### config.mk
export PLATFORM = sky130hd
export DESIGN_NAME = pattern_seq_gen
export DESIGN_NICKNAME = d
export VERILOG_FILES = /design/src/rtl/patgen_pkg.sv /design/src/rtl/patgen_table.sv /design/src/rtl/pattern_seq_gen.sv
export SDC_FILE = /design/constraint.sdc
export NUM_CORES = 1
export LEC_CHECK = 0
export BUFFER_PORTS_ARGS = -buffer_cell sky130_fd_sc_hd__buf_2
export CORE_ASPECT_RATIO = 0.9
export CORE_MARGIN = 3
export CORE_UTILIZATION = 50
export DETAILED_ROUTE_END_ITERATION = 10
export GPL_TIMING_DRIVEN = 0
export PLACE_DENSITY_LB_ADDON = 0.1
export SETUP_SLACK_MARGIN = 0.15
export SLEW_MARGIN = 20
export SYNTH_ARGS = -nofsm -noshare
export SYNTH_HDL_FRONTEND = slang
export SYNTH_SLANG_ARGS = --single-unit
### constraint.sdc
create_clock -name clk -period 2.2 [get_ports clk]
set_input_delay 0.33 -clock clk [delete_from_list [all_inputs] [get_ports clk]]
set_output_delay 0.33 -clock clk [all_outputs]
set_load 0.005 [all_outputs]
### src/rtl/patgen_pkg.sv
// Shared types and reset-table constants for pattern_seq_gen.
// Also provides the len clamp helper used when a run is started.
package patgen_pkg;

  typedef enum logic [1:0] {
    IDLE,
    RUN,
    DONE
  } state_t;

  localparam int unsigned RST_E0 = 1;
  localparam int unsigned RST_E1 = 3;
  localparam int unsigned RST_E2 = 4;
  localparam int unsigned RST_E3 = 2;

  function automatic int unsigned rst_entry(
    input int unsigned i
  );
    case (i)
      0:       return RST_E0;
      1:       return RST_E1;
      2:       return RST_E2;
      3:       return RST_E3;
      default: return 0;
    endcase
  endfunction

  function automatic int unsigned clamp_len(
    input int unsigned len,
    input int unsigned depth
  );
    return (len >= depth) ? depth - 1 : len;
  endfunction

endpackage

### src/rtl/patgen_table.sv
// Pattern table: register array, async reset to the legacy sequence,
// synchronous write port and combinational read port.
module patgen_table
  import patgen_pkg::*;
#(
  parameter int WIDTH = 3,
  parameter int DEPTH = 8,
  parameter int AW    = $clog2(DEPTH)
) (
  input  logic             clk,
  input  logic             rst_n,
  input  logic             wr_en,
  input  logic [AW-1:0]    wr_addr,
  input  logic [WIDTH-1:0] wr_data,
  input  logic [AW-1:0]    rd_addr,
  output logic [WIDTH-1:0] rd_data
);

  logic [WIDTH-1:0] mem [DEPTH];

  always_ff @(posedge clk or negedge rst_n) begin
    if (!rst_n) begin
      for (int i = 0; i < DEPTH; i++) begin
        mem[i] <= WIDTH'(rst_entry(unsigned'(i)));
      end
    end else if (wr_en) begin
      mem[wr_addr] <= wr_data;
    end
  end

  assign rd_data = mem[rd_addr];

endmodule

### src/rtl/pattern_seq_gen.sv
// Programmable pattern sequencer: table playback with per-entry hold.
// Define PATGEN_PINGPONG_EN to add the pingpong traversal input.
module pattern_seq_gen
  import patgen_pkg::*;
#(
  parameter  int WIDTH  = 3,
  parameter  int DEPTH  = 8,
  parameter  int HOLD_W = 4,
  localparam int AW     = $clog2(DEPTH)
) (
  input  logic              clk,
  input  logic              rst_n,
  input  logic              enable,
  input  logic              oneshot,
`ifdef PATGEN_PINGPONG_EN
  input  logic              pingpong,
`endif
  input  logic [AW:0]       len,
  input  logic [HOLD_W-1:0] hold,
  input  logic              wr_en,
  input  logic [AW-1:0]     wr_addr,
  input  logic [WIDTH-1:0]  wr_data,
  output logic [WIDTH-1:0]  Q,
  output logic              valid,
  output logic [AW-1:0]     idx,
  output logic              done
);

  state_t            state, state_n;
  logic [AW-1:0]     idx_n, len_q;
  logic [HOLD_W-1:0] hcnt, hcnt_n, hold_q;
  logic              valid_n, done_n, load;
  logic              dir, dir_n;
  logic              pp_on, last;
  logic [WIDTH-1:0]  rd_data;

  patgen_table #(
    .WIDTH (WIDTH),
    .DEPTH (DEPTH),
    .AW    (AW)
  ) u_table (
    .clk     (clk),
    .rst_n   (rst_n),
    .wr_en   (wr_en),
    .wr_addr (wr_addr),
    .wr_data (wr_data),
    .rd_addr (idx_n),
    .rd_data (rd_data)
  );

`ifdef PATGEN_PINGPONG_EN
  assign pp_on = pingpong && (len_q != '0);
`else
  assign pp_on = 1'b0;
`endif

  assign last = (idx == len_q);

  // dir: 0 = counting up, 1 = counting down (ping-pong only)
  always_comb begin
    state_n = state;
    idx_n   = '0;
    hcnt_n  = '0;
    valid_n = 1'b0;
    done_n  = 1'b0;
    dir_n   = dir;
    load    = 1'b0;
    unique case (state)
      IDLE: begin
        if (enable) begin
          state_n = RUN;
          valid_n = 1'b1;
          load    = 1'b1;
          dir_n   = 1'b0;
        end
      end
      RUN: begin
        if (!enable) begin
          state_n = IDLE;
        end else if (hcnt != hold_q) begin
          hcnt_n  = hcnt + 1'b1;
          idx_n   = idx;
          valid_n = 1'b1;
        end else begin
          unique case (1'b1)
            pp_on && !dir && last: begin
              dir_n   = 1'b1;
              idx_n   = idx - 1'b1;
              valid_n = 1'b1;
            end
            pp_on && dir && (idx == '0): begin
              if (oneshot) begin
                state_n = DONE;
                done_n  = 1'b1;
              end else begin
                dir_n   = 1'b0;
                idx_n   = AW'(1);
                valid_n = 1'b1;
              end
            end
            pp_on && dir && (idx != '0): begin
              idx_n   = idx - 1'b1;
              valid_n = 1'b1;
            end
            !pp_on && last: begin
              dir_n = 1'b0;
              if (oneshot) begin
                state_n = DONE;
                done_n  = 1'b1;
              end else begin
                valid_n = 1'b1;
              end
            end
            default: begin
              idx_n   = idx + 1'b1;
              valid_n = 1'b1;
            end
          endcase
        end
      end
      DONE: begin
        if (!enable) begin
          state_n = IDLE;
        end else begin
          done_n = 1'b1;
        end
      end
      default: state_n = IDLE;
    endcase
  end

  always_ff @(posedge clk or negedge rst_n) begin
    if (!rst_n) begin
      state  <= IDLE;
      idx    <= '0;
      hcnt   <= '0;
      Q      <= '0;
      valid  <= 1'b0;
      done   <= 1'b0;
      dir    <= 1'b0;
      len_q  <= '0;
      hold_q <= '0;
    end else begin
      state <= state_n;
      idx   <= idx_n;
      hcnt  <= hcnt_n;
      Q     <= valid_n ? rd_data : '0;
      valid <= valid_n;
      done  <= done_n;
      dir   <= dir_n;
      if (load) begin
        len_q  <= AW'(clamp_len(32'(len), DEPTH));
        hold_q <= hold;
      end
    end
  end

endmodule

# == After elaboration in Yosys (flattened, before gate mapping) ==
# Cells that the tools add are included.
# Widths: inputs -> output; s select.
# word_totals
ff_bits,45
inputBits,19
elab_cells,70
# classes
n_addsub,2
magnitude_cmp,4
n_eq_ne,9
mux,34
n_bitwise,2
reduce_logical,3
# ops
op,n
$mux 3,9
$bwmux 24,1
$ge 4x4->1 const B,3
$mux 2,6
$mux 4,3
$mux 1,10
$bmux 3 s3,1
$demux 3 s3,1
$ne 3x3->1 const B,3
$not 3->4,2
$pmux 2 s3,1
$reduce_and 5->1,1
$add 4x1->4 const B,1
$lt 4x1->1 const B,1
$ne 2x2->1 const B,2
$ne 4x4->1,1
$pmux 1 s2,2
$add 3x1->3 const B,1
$eq 3x3->1,1
$eq 2x1->1 const B,1
$eq 2x2->1 const B,1
$logic_not 2->1,1
$logic_and 1x1->1,1

# == Longest topological paths before layout ==
# Gate-level depths: netlist (run 1).
# depth
word_depth,10
mapped_depth,9
ltp_nobuf,8

# == By module ==
# From an unflattened synthesis (run 1), not the netlist that was laid out.
# unflattened
hier_cells,160
area_unflattened_um2,2174.6
# by_module_without_submodules
mod,instances,cells_per_inst,area_each_um2,seq_area_each_um2
patgen_table,1,66,1164.9,606.8
pattern_seq_gen,1,94,1009.7,525.5

# == Least setup slack after synthesis (run 1) ==
# No wires, ideal clock.
# synth_timing
path_kind,reg2reg
start,register idx[2]
end,register Q[1]
arrival_ps,1955
slack_ps,115
stages_incl_launch_ff,8
n_path_buf,1
synth_period_minus_slack_ps,2085
path_cell_list,dfrtp_1 > buf_2 > xor2_2 > o31a_2 > a31oi_4 > mux2_2 > nor3b_1 > a211oi_2
# synth_between
elab_chain_cells,10
elab_cells_between_ends,15
classes_between,add/sub: 1; eq/ne: 1; mux: 12; bitwise: 1
# synth_rtl
item,line,rtl
start: declaration,pattern_seq_gen.sv:25,"output logic [AW-1:0] idx,"
start signal: assignment,pattern_seq_gen.sv:145,idx <= idx_n;
$add 3x1->3 / $eq 3x3->1 (equally long branches),"pattern_seq_gen.sv:115, pattern_seq_gen.sv:57",
$mux 3,pattern_seq_gen.sv:85,unique case (1'b1)
$mux 3,pattern_seq_gen.sv:80,end else if (hcnt != hold_q) begin
$mux 3,pattern_seq_gen.sv:78,if (!enable) begin
$mux 3,pattern_seq_gen.sv:68,unique case (state)
$not 3->4 (not written as such),patgen_table.sv:31,assign rd_data = mem[rd_addr];
$bmux 3 s3,patgen_table.sv:31,
$mux 3 (not written as such) (2 in series),patgen_table.sv:31,
$mux 3 (*),pattern_seq_gen.sv:147,Q <= valid_n ? rd_data : '0;
end signal: assignment,pattern_seq_gen.sv:147,
end: declaration,pattern_seq_gen.sv:23,"output logic [WIDTH-1:0] Q,"
# Every way passes the cells marked *; elsewhere a longest branch is shown, timed or not. The select of a mux whose other input is x is not followed.
# A chain may end at the register's enable or synchronous reset.

# == Final worst setup path (run 1) ==
# layout_timing
start,register hold_q[1]
end,register Q[1]
# layout_between
elab_chain_cells,9
elab_cells_between_ends,12
classes_between,eq/ne: 1; mux: 10; bitwise: 1
# layout_rtl
item,line,rtl
start: declaration,pattern_seq_gen.sv:31,"logic [HOLD_W-1:0] hcnt, hcnt_n, hold_q;"
start signal: assignment,pattern_seq_gen.sv:153,hold_q <= hold;
$ne 4x4->1,pattern_seq_gen.sv:80,
$mux 3,pattern_seq_gen.sv:80,
$mux 3,pattern_seq_gen.sv:78,
$mux 3,pattern_seq_gen.sv:68,
net idx_n[2],pattern_seq_gen.sv:30,"logic [AW-1:0] idx_n, len_q;"
$not 3->4 (not written as such),patgen_table.sv:31,
$bmux 3 s3,patgen_table.sv:31,
$mux 3 (not written as such) (2 in series),patgen_table.sv:31,
$mux 3,pattern_seq_gen.sv:147,
# The timed path passes the listed nets, and every way through them passes these cells. The select of a mux whose other input is x is not followed.

==> results of run 1 <==
## power groups by stage
stage,combinational [mW],sequential [mW],clock (mW)
2_1_floorplan,0.755,1.19,0
3_3_place_gp,0.959,1.21,0
3_5_place_dp,0.976,1.23,0
4_1_cts,1.21,1.22,0.759
5_1_grt,1.45,1.25,0.795
6_report,1.33,1.22,0.747
## cell type report
class	count	area (um2)	area share
Buffer	5	41.3	0.0131
Clock buffer	5	68.8	0.0219
Clock inverter	3	65.1	0.0207
Inverter	8	30.0	0.00956
Multi-Input combinational cell	152	1370	0.437
Sequential cell	45	1140	0.362
Tap cell	62	77.6	0.0247
Timing Repair Buffer	51	349	0.111
## what timing repair did
action | in CTS | in global routing
hold endpoints to repair | 0 | 12
setup buffers | 18 | 5
hold buffers | 0 | 1
pin swaps | 12 | 4
setup endpoints to repair | 3 | 3
resized for setup | 25 | 3
## kinds of logic (layout without fill, tap and decap cells)
family | Yosys count | in the layout | synth area share
buffers and inverters | 13 | 72 | 0.0238
adder cells (fa/ha/maj) | 5 | 5 | 0.0254
AND/OR/NAND/NOR | 56 | 56 | 0.125
XOR/XNOR | 12 | 12 | 0.0578
AO/OA/AOI/OAI | 36 | 36 | 0.116
flip-flops | 45 | 45 | 0.459
multiplexers | 43 | 43 | 0.192
## cell usage after synthesis, types with 2 or more instances
cell	count
sky130_fd_sc_hd__nor3b_1	3
sky130_fd_sc_hd__mux2_2	35
sky130_fd_sc_hd__o21ai_0	9
sky130_fd_sc_hd__xnor2_2	4
sky130_fd_sc_hd__nand2_1	11
sky130_fd_sc_hd__buf_2	2
sky130_fd_sc_hd__a31oi_1	3
sky130_fd_sc_hd__inv_1	8
sky130_fd_sc_hd__a41oi_1	2
sky130_fd_sc_hd__ha_1	5
sky130_fd_sc_hd__nand3_1	6
sky130_fd_sc_hd__nor2b_1	2
sky130_fd_sc_hd__dfrtp_1	40
sky130_fd_sc_hd__nand4_1	2
sky130_fd_sc_hd__o31ai_1	2
sky130_fd_sc_hd__nor3_1	5
sky130_fd_sc_hd__clkbuf_1	2
sky130_fd_sc_hd__a21oi_1	5
sky130_fd_sc_hd__nand2b_1	3
sky130_fd_sc_hd__nand4b_1	5
sky130_fd_sc_hd__nor2_1	12
sky130_fd_sc_hd__dfstp_2	5
sky130_fd_sc_hd__xor2_1	3
sky130_fd_sc_hd__xnor2_1	4
sky130_fd_sc_hd__mux2i_1	8
## final timing paths
| path | startpoint | to | slack (ns) | cells after the start |
|---|---|---|---|---|
| min | hold[2] | hold_q[2] | 0.25 | 2 |
| max | hold_q[1] | Q[1] | 0.10 | 8 |
| max in group asynchronous | rst_n | u_table.mem[18] | 1.22 | 3 |
| min in group asynchronous | rst_n | state[1] | 0.43 | 2 |
| max reg2reg | hold_q[1] | Q[1] | 0.10 | 8 |
| min reg2reg | u_table.mem[8] | u_table.mem[8] | 0.51 | 1 |
## per-layer routing
| layer | vias up | wire length (um) | track usage |
|---|---|---|---|
| li1 | 891 | - | - |
| met1 | 933 | 2660 | 0.280 |
| met2 | 22 | 2550 | 0.322 |
| met3 | 7 | 177 | 0.0568 |
| met4 | 0 | 55 | 0.0525 |
| met5 | - | 0 | 0 |
## flip-flops by register name (all words and copies together) (netlist names)
register	flops
u_table.mem	24
hcnt	4
hold_q	4
Q	3
idx	3
len_q	3
state	2
done	1
valid	1
## worst register-to-register path, cell delays in order, from the launching register on
cell,delay (ns)
sky130_fd_sc_hd__dfrtp_1,0.41
sky130_fd_sc_hd__xnor2_2,0.18
sky130_fd_sc_hd__buf_4,0.16
sky130_fd_sc_hd__and4_1,0.21
sky130_fd_sc_hd__buf_6,0.14
sky130_fd_sc_hd__nand4b_1,0.16
sky130_fd_sc_hd__a21oi_4,0.26
sky130_fd_sc_hd__mux2_4,0.33
sky130_fd_sc_hd__a211oi_2,0.17
## through the flow
stage	cell area, um2	hold slack (ns)	util
2_1_floorplan	2470	0.0344	-
3_3_place_gp	2680	0.482	0.582
3_5_place_dp	2680	0.490	0.582
4_1_cts	3060	0.220	0.664
5_1_grt	3140	0.252	0.682
6_report	3140	0.251	0.682
==> reports/metrics.csv, run 1 <==
metric;value;unit
synth_fp_nets;234;
clock_buffer_count_from_cts;5;
count_of_flip_flops_with_a_built_in_enable_after_synthesis;0;
timing.critical_path.slowest_cell_delay;0.41;ns
insertion_delay;0.31;ns
timing_max_transition_violations_final;0;
holdCritPathClass;in2reg;
synth_area_leaders;sky130_fd_sc_hd__dfrtp_1 (41%), sky130_fd_sc_hd__mux2_2 (16%), sky130_fd_sc_hd__dfstp_2 (5.3%);
h-tree-depth;2;
place_congestion;0.781;
yosys.cell_types.count;49;
yosysSeqAreaShare;0.459;
vias_post_dr;1853;
first_global_vias;1832;
pwr_density_cell;1050;nW/um2
power.share.sequential;0.371;
detail_route.drc_violations;0;
crit_path_end_kind;flip-flop;
antenna_diode_count;0;
totalNegativeSetupSlack;0;ns
critical_path.startpoint_type;flip-flop;
final-instance-count-excl-fill;331;
power.share.combinational;0.403;
die_width;80.0;um
max_cap_viols;0;
tritoncts;done;
grt_pass1_wl;9070;um
pin_count_of_the_biggest_net_entering_global_routing;46;
p_total;3.29;mW
placement.setup.worst_slack;-0.335;ns
synthDominantAreaCellType;sky130_fd_sc_hd__dfrtp_1;
post-place-cells;298;
drt_first_pass_iters;5;
grt_antenna_before_repair;0;
critical_path.cell_chain;xnor2_2 > buf_4 > and4_1 > buf_6 > nand4b_1 > a21oi_4 > mux2_4 > a211oi_2;
syn_inst;210;
max_buffers_root_to_sink;2;
crit_path_max_fanout;7;
cts_num_sinks;45;
ir_worst_vdd;0.807;mV
port_buffers;26;
layout.cells.most_common;sky130_fd_sc_hd__dfrtp_1;
syn_area_per_cell;11.7;um2
vias_per_cell;5.60;
detailed_router_s_first_iteration_violation_count;70;
switchingPower;1.10;mW
crit_family;compound AO/OA/AOI/OAI gates;
cpMaxStageDelayCell;sky130_fd_sc_hd__dfrtp_1;
boundaryPins;27;
std_cell_rows;23;
yosys.area.top_type_share;0.406;
clk_pin_slew_worst_paths;0.09;ns
maxSlewHeadroom;0.636;
grt_remaining_overflow;0;
synth_ff_type;sky130_fd_sc_hd__dfrtp_1;
wl;5440;um
mappedNetlistArea;2470;um2
areaGrowthSynthToFinish;27.3;%
drive_above_1_share;0.480;
run_status;completed;
ys_async_sr_fraction;1.00;
critPathRequiredTime;2.43;ns
final_period_demand_of_the_worst_path;2.10;ns
synth.yosys.warnings;0;
clock_share_of_power;0.227;
report.final.setup_viol;0;
synth_seq_cells;45;
final_net_count;292;
worstPathArrival;2.33;ns
critPathKind;reg2reg;
num-fill-cells;357;
die-area;5810;um2
sw_ratio;0.334;
p_int;2.19;mW
routedWlPerCell;16.4;um
post-route-worst-setup-slack;0.103;ns
initial_cell_density_of_the_core;0.536;
leakage;1.39;nW
track_usage;0.204;
finalCritPeriodShare;0.953;
detailedPlacementHpwl;3620;um
fin_worst_skew;0.00926;ns
cts-root-buf;sky130_fd_sc_hd__clkbuf_8;
rsz0062_at_grt;yes;
number_of_hold_violations_in_the_final_report;0;
transition_at_the_pin_with_the_smallest_max_transition_slack;0.544;ns
chipHeight;72.6;um
achievable-frequency;477;MHz
drtAntennaViolNets;0;
critical_path.n_buffers_inverters;2;
mostFrequentLayoutCells;sky130_fd_sc_hd__dfrtp_1 (37), sky130_fd_sc_hd__mux2_2 (32), sky130_fd_sc_hd__buf_2 (26);
core_area;4600;um2
(Power assumes the default switching activity.)
==> inputs of run 2 (changes only) <==
- CORE_ASPECT_RATIO: 0.9 -> 0.7
==> run 2 against run 1 <==
Critical path depth grew 1. Clock skew shrank 0.0022 ns. Utilization grew 2.6 points. Hold slack lost 0.25 ns. Highest routed layer unchanged.
==> reports/metrics.csv, run 2 (same netlist as run 1, synthesis figures left out) <==
metric;value;unit
grt_pass1_wl;9630;um
antenna_diode_count;0;
final_period_demand_of_the_worst_path;2.15;ns
timing.critical_path.slowest_cell_delay;0.43;ns
ir_worst_vdd;0.565;mV
crit_family;compound AO/OA/AOI/OAI gates;
max_buffers_root_to_sink;2;
clock_share_of_power;0.200;
critPathKind;reg2reg;
cp_common_cell;sky130_fd_sc_hd__buf_4;
critical_path.cell_chain;xnor2_2 > buf_4 > nand2_4 > o41ai_4 > buf_6 > buf_4 > mux2i_1 > mux2_2 > a211oi_2;
final-seq-area;1130;um2
first_global_vias;1883;
post-place-cells;302;
num-fill-cells;344;
largest_register_ffs;24;
final_net_count;298;
max_cap_viols;0;
std_cell_rows;20;
mostFrequentLayoutCells;sky130_fd_sc_hd__dfrtp_1 (38), sky130_fd_sc_hd__buf_4 (32), sky130_fd_sc_hd__mux2_2 (32);
fin_worst_hold_slack;0.00229;ns
core_area;4550;um2
power.share.combinational;0.432;
biggest_register;u_table.mem;
report.final.setup_viol;0;
initial_cell_density_of_the_core;0.541;
p_int;2.15;mW
grt_remaining_overflow;0;
die-area;5820;um2
clk_pin_slew_worst_paths;0.09;ns
detailedPlacementHpwl;3770;um
cts-root-buf;sky130_fd_sc_hd__clkbuf_8;
areaGrowthSynthToFinish;30.7;%
pwr_density_cell;1030;nW/um2
critical_path.n_buffers_inverters;3;
holdCritPathClass;in2async;
area_of_combinational_cells_with_multiple_inputs;1440;um2
vias_per_cell;5.64;
grt_antenna_before_repair;0;
track_usage;0.213;
worstPathArrival;2.37;ns
cts_hold_buffers;0;
insertion_delay;0.30;ns
die_width;89.9;um
run_status;completed;
crit_path_end_kind;flip-flop;
port_buffers;26;
drtAntennaViolNets;0;
crit_path_max_fanout;5;
transition_at_the_pin_with_the_smallest_max_transition_slack;0.567;ns
maxSlewHeadroom;0.622;
wl;5810;um
boundaryPins;27;
timing_max_transition_violations_final;0;
finalCritPeriodShare;0.978;
layout.cells.most_common;sky130_fd_sc_hd__dfrtp_1;
switchingPower;1.17;mW
drive_above_1_share;0.516;
detail_route.drc_violations;0;
critical_path.startpoint_type;flip-flop;
tritoncts;done;
number_of_hold_violations_in_the_final_report;0;
design_area;3220;um2
critPathRequiredTime;2.42;ns
h-tree-depth;2;
cts_num_sinks;45;
place_congestion;0.812;
power.share.sequential;0.369;
cpMaxStageDelayCell;sky130_fd_sc_hd__dfrtp_1;
pin_count_of_the_biggest_net_entering_global_routing;46;
drt_first_pass_iters;5;
p_total;3.32;mW
post_dp_cell_area;2680;um2
clock_buffer_count_from_cts;5;
rsz0062_at_grt;yes;
achievable-frequency;465;MHz
chipHeight;64.8;um
vias_post_dr;1922;
leakage;1.41;nW
routedWlPerCell;17.0;um
fin_worst_skew;0.00707;ns
sw_ratio;0.352;
detailed_router_s_first_iteration_violation_count;236;
final-instance-count-excl-fill;341;
reg_top3;u_table.mem x24, hcnt x4, hold_q x4;
[run 2: repair_timing]
| item | in CTS | in global routing |
|---|---|---|
| pin swaps | 15 | 16 |
| setup endpoints to repair | 3 | 3 |
| endpoints found under the hold margin | 0 | 0 |
| setup buffers | 23 | 8 |
| resized for setup | 23 | 13 |
[run 2: routing by layer]
metal | track usage | vias up | share of wire
met5 | 0 | - | 0
met4 | 0.0649 | 0 | 0.010
met3 | 0.0487 | 8 | 0.070
met2 | 0.312 | 85 | 0.43
met1 | 0.313 | 928 | 0.49
li1 | - | 901 | -
[run 2: metrics by stage]
step                utilization  setup WS, ns  TNS [ns]
floorplan                     -         0.157         0
global placement          0.589        -0.388    -0.639
detailed placement        0.589        -0.412    -0.714
CTS                       0.675         0.104         0
global route              0.708      -0.00984  -0.00984
finish                    0.708        0.0490         0
[run 2: power by group through the flow]
stage	combinational (mW)	sequential, mW	clock [mW]
final	1.44	1.23	0.663
after global routing	1.54	1.26	0.709
after CTS	1.25	1.21	0.674
after detailed placement	0.983	1.22	0
after global placement	0.966	1.22	0
after floorplan	0.755	1.19	0
[run 2: cell type report]
class,count,area share
plain buffers,5,0.0116
clock buffers,6,0.0256
clock inverters,2,0.0116
inverters,8,0.00931
multi-input cells,152,0.446
flip-flops and latches,45,0.352
well taps,66,0.0256
repair buffers,57,0.118
[run 2: worst paths after layout]
check,start,to,slack [ns],cells after the start
hold reg to reg,u_table.mem[15],u_table.mem[15],0.51,1
max in group asynchronous,rst_n,idx[0],1.75,1
setup / recovery,hold_q[0],Q[2],0.05,9
min in group clk,hold[3],hold_q[3],0.25,2
hold / removal,rst_n,state[1],0.002,1
setup reg to reg,hold_q[0],Q[2],0.05,9
==> inputs of run 3 (changes only) <==
- clock period: 2.2 -> 1.75 ns (I/O delays scaled with it)
==> run 3 against run 2 <==
Critical endpoint unchanged. Register-to-register slack lost 0.46 ns. The flow now finishes with violations (negative setup slack). Routed wire length shrank 3.9%. Critical path type unchanged. Critical path depth is the same.
==> reports/metrics.csv, run 3 (same netlist as run 1, synthesis figures left out) <==
metric;value;unit
final-instance-count-excl-fill;333;
rsz0062_at_grt;yes;
num-fill-cells;343;
place_congestion;0.772;
die_width;89.9;um
finalCritPeriodShare;1.23;
ir_worst_vdd;0.715;mV
pwr_density_cell;1280;nW/um2
crit_path_start;hcnt[2];
area_of_combinational_cells_with_multiple_inputs;1460;um2
regToRegEndpoint;Q[2];
timing_max_transition_violations_final;0;
totalNegativeSetupSlack;-1.28;ns
reg_top3;u_table.mem x24, hcnt x4, hold_q x4;
design_area;3190;um2
p_total;4.08;mW
cp-endpoint;Q[2];
crit_path_end_kind;flip-flop;
final_net_count;290;
reg_to_reg_critical_path_startpoint;hcnt[2];
holdCritPathClass;in2reg;
violations;negative setup slack;
post-route-worst-setup-slack;-0.410;ns
grt_remaining_overflow;0;
routedWlPerCell;16.8;um
cts-root-buf;sky130_fd_sc_hd__clkbuf_8;
insertion_delay;0.30;ns
initial_cell_density_of_the_core;0.541;
pin_count_of_the_biggest_net_entering_global_routing;46;
vias_post_dr;1873;
areaGrowthSynthToFinish;29.5;%
h-tree-depth;2;
placement.setup.worst_slack;-0.640;ns
leakage;1.36;nW
fin_worst_skew;0.00756;ns
wl;5590;um
mostFrequentLayoutCells;sky130_fd_sc_hd__dfrtp_1 (32), sky130_fd_sc_hd__mux2_2 (31), sky130_fd_sc_hd__buf_2 (25);
die-area;5820;um2
worstRegToRegCells;9;
post-place-cells;302;
worstPathArrival;2.36;ns
max_cap_viols;0;
crit_path_max_fanout;4;
drive_above_1_share;0.506;
first_global_vias;1791;
boundaryPins;27;
cts_num_sinks;45;
post_dp_cell_area;2710;um2
tritoncts;done;
maxSlewHeadroom;0.594;
drtAntennaViolNets;0;
biggest_register;u_table.mem;
number_of_hold_violations_in_the_final_report;0;
final-seq-area;1140;um2
report.final.setup_viol;6;
clock_buffer_count_from_cts;5;
critPathRequiredTime;1.95;ns
grt_pass1_wl;9000;um
layout.cells.most_common;sky130_fd_sc_hd__dfrtp_1;
detail_route.drc_violations;0;
transition_at_the_pin_with_the_smallest_max_transition_slack;0.607;ns
achievable-frequency;463;MHz
fin_worst_hold_slack;0.196;ns
critical_path.startpoint_type;flip-flop;
max_buffers_root_to_sink;2;
final_period_demand_of_the_worst_path;2.16;ns
run_status;complete, but fails checks;
core_area;4550;um2
clk_pin_slew_worst_paths;0.08;ns
drt_first_pass_iters;4;
chipHeight;64.8;um
largest_register_ffs;24;
vias_per_cell;5.62;
std_cell_rows;20;
port_buffers;26;
detailed_router_s_first_iteration_violation_count;100;
track_usage;0.197;
antenna_diode_count;0;
critPathKind;reg2reg;
detailedPlacementHpwl;3680;um
worst-r2r-setup-slack;-0.41;ns
grt_antenna_before_repair;0;
final_core_util;0.701;
-- run 3: cell types whose count changed in the layout (fill, tap and decap cells not counted), sizes merged --
cell	before	now
clkinvlp	1	0
bufinv	1	0
buf	60	51
dlygate4sd3	0	1
clkbuf	8	10
-- run 3: layout make-up --
class                      instances  share of cell area
inverter                           8             0.00940
clock buffer                       8              0.0282
sequential                        45               0.358
tap                               66              0.0259
multi-input combinational        152               0.458
timing repair buffer              49               0.107
buffer                             5              0.0129
-- run 3: worst min-delay path by stage --
stage / from / endpoint / slack (ns) / cells after the start
final: hold[3] / hold_q[3] / 0.20 / 2
after global routing: hold[3] / hold_q[3] / 0.19 / 2
after CTS: rst_n / done / 0.16 / 1
after detailed placement: rst_n / done / 0.48 / 1
after global placement: rst_n / done / 0.48 / 1
after floorplan: rst_n / Q[0] / -0.03 / 0
-- run 3: repair_timing --
| action | 4_1_cts | 5_1_grt |
|---|---|---|
| buffers inserted | 13 | 9 |
| pin swaps | 15 | 14 |
| endpoints found under the hold margin | 0 | 3 |
| gates resized for setup | 33 | 13 |
| setup endpoints to repair | 13 | 12 |
| hold buffers | 0 | 1 |
| gates cloned | 0 | 0 |
-- run 3: layer usage --
layer,vias up,GRT usage,routed length (um)
li1,889,-,-
met1,925,0.298,2710
met2,55,0.288,2500
met3,4,0.0394,342
met4,0,0.0496,40
met5,-,0,0
-- run 3: report_power, final --
group / leakage (nW) / internal (mW) / total (mW) / switching [mW]
logic: 0.773 / 0.967 / 1.83 / 0.867
clock network: 0.0455 / 0.322 / 0.663 / 0.341
registers: 0.540 / 1.33 / 1.58 / 0.252
total: 1.36 / 2.62 / 4.08 / 1.46
-- run 3: critical path, cell delays in order, from the launching register on --
cell and delay [ns]:
sky130_fd_sc_hd__dfrtp_2 0.46, sky130_fd_sc_hd__xnor2_4 0.29, sky130_fd_sc_hd__buf_6 0.15, sky130_fd_sc_hd__a41o_4 0.19, sky130_fd_sc_hd__o41ai_4 0.06, sky130_fd_sc_hd__buf_4 0.16
sky130_fd_sc_hd__buf_6 0.11, sky130_fd_sc_hd__mux2i_1 0.10, sky130_fd_sc_hd__mux2_4 0.28, sky130_fd_sc_hd__a211oi_2 0.26
